`config.mk`:
```
export PLATFORM = sky130hd
export DESIGN_NAME = rcs_2stage_pipe
export DESIGN_NICKNAME = d
export VERILOG_FILES = /design/src/rtl/rcs_pkg.sv /design/src/rtl/rcs_ripple_seg.sv /design/src/rtl/rcs_2stage_pipe.sv
export SDC_FILE = /design/constraint.sdc
export NUM_CORES = 1
export LEC_CHECK = 0
export CORE_UTILIZATION = 35
export CTS_BUF_LIST = sky130_fd_sc_hd__clkbuf_16
export DETAILED_ROUTE_END_ITERATION = 6
export PLACE_DENSITY = 0.62
export SETUP_SLACK_MARGIN = 0.2
export SLEW_MARGIN = 10
export SYNTH_ARGS = -nofsm -noshare
export SYNTH_HDL_FRONTEND = slang
export SYNTH_SLANG_ARGS = --single-unit
```
`constraint.sdc`:
```
create_clock -name clk -period 5.1 [get_ports clk]
set_input_delay 1.02 -clock clk [delete_from_list [all_inputs] [get_ports clk]]
set_output_delay 1.02 -clock clk [all_outputs]
set_load 0.02 [all_outputs]
```
`src/rtl/rcs_pkg.sv`:
```
// Shared constants, split-point helper and stage-1 bundle type for the
// two-stage ripple-borrow subtractor.
package rcs_pkg;

    localparam int unsigned RCS_DEFAULT_WIDTH = 8;

    // Number of low-order bits resolved in stage 1.
    function automatic int unsigned rcs_lo(input int unsigned width);
        return width / 2;
    endfunction

    localparam int unsigned RCS_DEFAULT_LO = rcs_lo(RCS_DEFAULT_WIDTH);
    localparam int unsigned RCS_DEFAULT_HI = RCS_DEFAULT_WIDTH - RCS_DEFAULT_LO;

    // Stage-1 register bundle at the default width.
    typedef struct packed {
        logic [RCS_DEFAULT_LO-1:0] d_lo;
        logic [RCS_DEFAULT_HI-1:0] a_hi;
        logic [RCS_DEFAULT_HI-1:0] b_hi;
        logic                      b1;
        logic                      valid;
    } rcs_s1_t;

endpackage

```
`src/rtl/rcs_ripple_seg.sv`:
```
// Combinational N-bit ripple-borrow subtract segment: {bo, d} = x - y - bi.
module rcs_ripple_seg #(
    parameter int unsigned N = 4
) (
    input  logic [N-1:0] x,
    input  logic [N-1:0] y,
    input  logic         bi,
    output logic [N-1:0] d,
    output logic         bo
);

    logic [N:0] brw;

    always_comb begin
        brw    = '0;
        d      = '0;
        brw[0] = bi;
        for (int i = 0; i < int'(N); i++) begin
            d[i]     = x[i] ^ y[i] ^ brw[i];
            // Borrow when x < y + borrow at this bit.
            brw[i+1] = (~x[i] & y[i]) | (~(x[i] ^ y[i]) & brw[i]);
        end
        bo = brw[N];
    end

endmodule

```
`src/rtl/rcs_2stage_pipe.sv`:
```
// Two-stage pipelined ripple-borrow subtractor with valid/ready on both sides.
// Optional signed-overflow output ovf when RCS_OVERFLOW_FLAG_EN is defined.
module rcs_2stage_pipe
    import rcs_pkg::*;
#(
    parameter int unsigned WIDTH = RCS_DEFAULT_WIDTH
) (
    input  logic             clk,
    input  logic             rst_n,
    input  logic             in_valid,
    output logic             in_ready,
    input  logic [WIDTH-1:0] a,
    input  logic [WIDTH-1:0] b,
    input  logic             bin,
    output logic             out_valid,
    input  logic             out_ready,
    output logic [WIDTH-1:0] diff,
`ifdef RCS_OVERFLOW_FLAG_EN
    output logic             bout,
    output logic             ovf
`else
    output logic             bout
`endif
);

    localparam int unsigned LO = rcs_lo(WIDTH);
    localparam int unsigned HI = WIDTH - LO;

    typedef struct packed {
        logic [LO-1:0] d_lo;
        logic [HI-1:0] a_hi;
        logic [HI-1:0] b_hi;
        logic          b1;
        logic          valid;
    } s1_t;

    s1_t             s1_d, s1_q;
    logic            out_valid_d, out_valid_q;
    logic [WIDTH-1:0] diff_d, diff_q;
    logic            bout_d, bout_q;

    logic [LO-1:0]   d_lo_c;
    logic            b1_c;
    logic [HI-1:0]   d_hi_c;
    logic            bout_c;
    logic            s2_ready_c;

    rcs_ripple_seg #(.N(LO)) u_seg_lo (
        .x  (a[LO-1:0]),
        .y  (b[LO-1:0]),
        .bi (bin),
        .d  (d_lo_c),
        .bo (b1_c)
    );

    rcs_ripple_seg #(.N(HI)) u_seg_hi (
        .x  (s1_q.a_hi),
        .y  (s1_q.b_hi),
        .bi (s1_q.b1),
        .d  (d_hi_c),
        .bo (bout_c)
    );

    // Handshake: a stage accepts when it is empty or its successor drains.
    always_comb begin
        s2_ready_c = !out_valid_q || out_ready;
        in_ready   = !s1_q.valid || s2_ready_c;
    end

    always_comb begin
        s1_d = s1_q;
        if (in_ready) begin
            s1_d.d_lo  = d_lo_c;
            s1_d.a_hi  = a[WIDTH-1:LO];
            s1_d.b_hi  = b[WIDTH-1:LO];
            s1_d.b1    = b1_c;
            s1_d.valid = in_valid;
        end
    end

    always_comb begin
        out_valid_d = out_valid_q;
        diff_d      = diff_q;
        bout_d      = bout_q;
        if (s2_ready_c) begin
            out_valid_d = s1_q.valid;
            diff_d      = {d_hi_c, s1_q.d_lo};
            bout_d      = bout_c;
        end
    end

    always_ff @(posedge clk) begin
        if (!rst_n) begin
            s1_q        <= '0;
            out_valid_q <= 1'b0;
            diff_q      <= '0;
            bout_q      <= 1'b0;
        end else begin
            s1_q        <= s1_d;
            out_valid_q <= out_valid_d;
            diff_q      <= diff_d;
            bout_q      <= bout_d;
        end
    end

    assign out_valid = out_valid_q;
    assign diff      = diff_q;
    assign bout      = bout_q;

`ifdef RCS_OVERFLOW_FLAG_EN
    logic a_msb_d, a_msb_q;
    logic b_msb_d, b_msb_q;
    logic ovf_d, ovf_q;

    // Signed overflow: operand signs differ and the result sign leaves a's.
    always_comb begin
        a_msb_d = a_msb_q;
        b_msb_d = b_msb_q;
        ovf_d   = ovf_q;
        if (in_ready) begin
            a_msb_d = a[WIDTH-1];
            b_msb_d = b[WIDTH-1];
        end
        if (s2_ready_c) begin
            ovf_d = (a_msb_q != b_msb_q) && (d_hi_c[HI-1] != a_msb_q);
        end
    end

    always_ff @(posedge clk) begin
        if (!rst_n) begin
            a_msb_q <= 1'b0;
            b_msb_q <= 1'b0;
            ovf_q   <= 1'b0;
        end else begin
            a_msb_q <= a_msb_d;
            b_msb_q <= b_msb_d;
            ovf_q   <= ovf_d;
        end
    end

    assign ovf = ovf_q;
`endif

endmodule

```
==> Flow_metrics.wiki <==
{| class="wikitable"
! Metric !! Value
|-
| Final Max Slew Viols || 0
|-
| Total CTS buffers || 3
|-
| Core area || roughly 2900 sq um
|-
| Worst hold path stage count || 2
|-
| Proportion of layout cells with a drive suffix above 1 || 0.0340
|-
| Max capacitance violation total || 0
|-
| Cell count of the worst reg-to-reg path || 9
|-
| Launch point of the worst reg-to-reg path || s1_q[2]
|-
| Fillcell total || approximately 270
|-
| DRC errors left || 2
|-
| Clock network fraction of total power || 0.363
|-
| Synth Cell Area || roughly 1100 sq um
|-
| Total Neg Setup Slack || 0 ns
|-
| DR vias/cell || approximately 4.7
|-
| Setup repair after global routing missed its margin || false
|-
| Total routed wirelength || just over 2000 um
|-
| Switch share || 0.240
|-
| Starting utilization of the core area || 0.384
|-
| Slew at the pin closest to its max-slew limit || 1.06 ns
|-
| Area leader, netlist || sky130_fd_sc_hd__dfxtp_1
|-
| Clock root buffer || sky130_fd_sc_hd__clkbuf_16
|-
| Antenna violations before repair || 0
|-
| Most numerous cell in the Yosys netlist || sky130_fd_sc_hd__nand2_1
|-
| Via count of the first global-routing pass || around 800
|-
| Failing checks || DRC
|-
| Relative contribution of sequential cells to total power || 0.457
|-
| Maximum frequency from static timing analysis || approximately 270 MHz
|-
| Crit Reg-Reg Endpoint || diff[7]
|-
| Setup clock skew after layout || about 0.0026 ns
|-
| Result of the run || finished with violations
|-
| Fraction of post-synthesis cell area in the top cell type by area || 0.439
|-
| DIE AREA || 3360 sq um
|-
| Startpoint-to-endpoint class of the critical path || primary input to output pin
|-
| Routed WL per cell || roughly 11 um
|-
| Library cells used by synthesis || 16
|-
| Element type at the critical path start || primary input
|-
| Switching power of the nets || between 100 and 150 uW
|-
| Layout overhead on the synthesized area || 34.7%
|-
| Clock slew at the register clock pins of the worst setup and hold paths || approximately 0.060 ns
|-
| Worst Path Required || 4.08 ns
|-
| Critical path destination || in_ready
|-
| # Post-CTS Setup Buffers || 0
|-
| Count of state elements after synthesis || 24
|-
| Internal power consumption || between 300 and 400 uW
|-
| Number of synthesized flops with an enable pin || 0
|-
| Maximum level of the CTS H-tree || 1
|-
| Final estimated routing congestion in global placement || roughly 0.70
|-
| Input/output buffers || 31
|-
| Post-Syn Nets || roughly 150
|-
| Clock sink count || 24
|-
| Skew-Pair Late Insertion Delay || 0.26 ns
|-
| Share of total power in combinational logic || 0.180
|-
| Pwr/cell area || 317 nW/um^2
|-
| Max clock buf depth || 2
|-
| Ranking of synthesized cells by instance count || sky130_fd_sc_hd__nand2_1 (28), sky130_fd_sc_hd__dfxtp_1 (24), sky130_fd_sc_hd__nand3_1 (20)
|-
| Critical path origin || out_ready
|-
| Peak ir drop on the vdd network || about 190 uV
|-
| Setup violators final || 0
|-
| Number of I/O pins || 32
|-
| Top area cells in the synthesized netlist || sky130_fd_sc_hd__dfxtp_1 (44%), sky130_fd_sc_hd__fa_1 (15%), sky130_fd_sc_hd__nand2_1 (9.6%), sky130_fd_sc_hd__nand3_1 (9.1%), sky130_fd_sc_hd__o211a_1 (5.5%)
|-
| Number of antenna diodes || 0
|-
| Maximum number of pins on one net before global-route repair || 35
|-
| Leakage component of the power || just under 0.0007 uW
|-
| Post-Place Cells || 174
|-
| Die outline width || approximately 58 um
|-
| Aggregate global-route resource usage || 0.139
|-
| Normalized max-slew margin || 0.291
|-
| Worst min path class || flop to flop
|-
| Estimated wirelength of the detail-placed design || approximately 1400 um
|-
| Violation count after the first detailed-route iteration || 16
|-
| DRT antenna net count || 0
|-
| DIE HEIGHT || between 50 and 60 um
|-
| Global-route congestion overflow total || 0
|-
| Critical path fanouts, max || 17
|-
| Drt first pass iters || 6
|-
| Internal reg-to-reg setup slack || 2.98 ns
|-
| Global-route wire length before repair || ~3500 um
|-
| Time the final worst path needs with I/O delays and setup || around 3.7 ns
|-
| Post-cts sizing count || 0
|-
| Number of hold buffers added after cts || 0
|-
| Cell row count || 19
|-
| Period utilization || 0.721
|-
| Part of the Yosys area used for sequential elements || 0.439
|-
| Fin nets || approximately 180
|-
| Final Non-Filler Cells || 178
|-
| Mean instance size in the synthesized netlist || 9.12 sq um
|-
| Clock tree from TritonCTS || yes
|-
| Dominant synthesized flop cell || sky130_fd_sc_hd__dfxtp_1
|-
| Endpoints failing hold || 0
|-
| Setup crit end kind || output pin
|-
| Vias after detailed routing || about 840
|-
| Arrival time reported for the critical path endpoint || roughly 2.7 ns
|-
| Yosys warning total || 0
|-
| Ys async rst share || 0
|-
| Synthesized instance count || 120
|}
critical path, stage by stage:
cell,delay [ns]
sky130_fd_sc_hd__clkdlybuf4s50_1,0.50
sky130_fd_sc_hd__and3b_2,0.32
sky130_fd_sc_hd__inv_4,0.18
sky130_fd_sc_hd__clkdlybuf4s50_1,0.63
power by group through the flow:
stage	Combinational [uW]	Sequential, uW	Clock (uW)
floorplan	36.8	226	0
global placement	84.7	217	0
detailed placement	85.1	217	0
CTS	85.6	214	173
global route	94.6	216	185
finish	84.2	213	170
metrics by stage:
stage	power, uW	util	setup WS (ns)	instance area [sq um]	hold slack, ns
floorplan	263	-	2.42	1090	0.433
global placement	302	0.489	1.45	1400	0.443
detailed placement	303	0.489	1.45	1400	0.446
CTS	472	0.517	1.41	1480	0.457
global route	495	0.517	1.32	1480	0.484
finish	467	0.517	1.42	1480	0.454
cell type report:
| class | instances | area [sq um] | share of cell area |
|---|---|---|---|
| tap | 31 | 38.8 | 0.0263 |
| inverter | 15 | 58.8 | 0.0399 |
| clock buffer | 3 | 75.1 | 0.0509 |
| clock inverter | 1 | 3.75 | 0.00254 |
| multi-input combinational | 73 | 508 | 0.344 |
| timing repair buffer | 31 | 310 | 0.210 |
| sequential | 24 | 480 | 0.326 |
registers in the layout (all words and copies together) (netlist names):
name,flops
out_valid,1
bout,1
diff,8
s1_q,14
per-layer routing:
| metal | part of all wire | up-vias | track usage |
|---|---|---|---|
| met5 | 0 | - | 0 |
| met4 | 0.0089 | 0 | 0.0306 |
| met3 | 0.052 | 2 | 0.0469 |
| met2 | 0.50 | 18 | 0.240 |
| met1 | 0.44 | 391 | 0.167 |
| li1 | - | 431 | - |
layout by cell type, fill, tap and decap left out:
cell type / count
sky130_fd_sc_hd__clkdlybuf4s50_1: 31
sky130_fd_sc_hd__and3b_2: 1
sky130_fd_sc_hd__dfxtp_1: 24
sky130_fd_sc_hd__nor2b_1: 1
sky130_fd_sc_hd__o211a_1: 6
sky130_fd_sc_hd__nand2b_1: 1
sky130_fd_sc_hd__clkinv_1: 1
sky130_fd_sc_hd__inv_1: 14
sky130_fd_sc_hd__clkbuf_16: 3
sky130_fd_sc_hd__inv_4: 1
sky130_fd_sc_hd__o21a_1: 2
sky130_fd_sc_hd__a21boi_0: 6
sky130_fd_sc_hd__fa_1: 8
sky130_fd_sc_hd__nand3_1: 20
sky130_fd_sc_hd__nand2_1: 28
worst min path at each step:
stage                   from  slack [ns]   endpoint
floorplan            s1_q[0]        0.43  out_valid
global placement     s1_q[0]        0.44  out_valid
detailed placement  s1_q[13]        0.45   s1_q[13]
CTS                 s1_q[13]        0.46   s1_q[13]
global route        s1_q[13]        0.48   s1_q[13]
finish              s1_q[13]        0.45   s1_q[13]
kinds of logic (layout without fill, tap and decap cells):
group | count (synthesis) | in the layout | share of synthesized area
AO/OA/AOI/OAI | 14 | 14 | 0.110
adder cells (fa/ha/maj) | 8 | 8 | 0.146
buffers and inverters | 23 | 50 | 0.0971
flip-flops | 24 | 24 | 0.439
AND/OR/NAND/NOR | 51 | 51 | 0.208
Note: power is estimated with default switching activity, not from simulation.
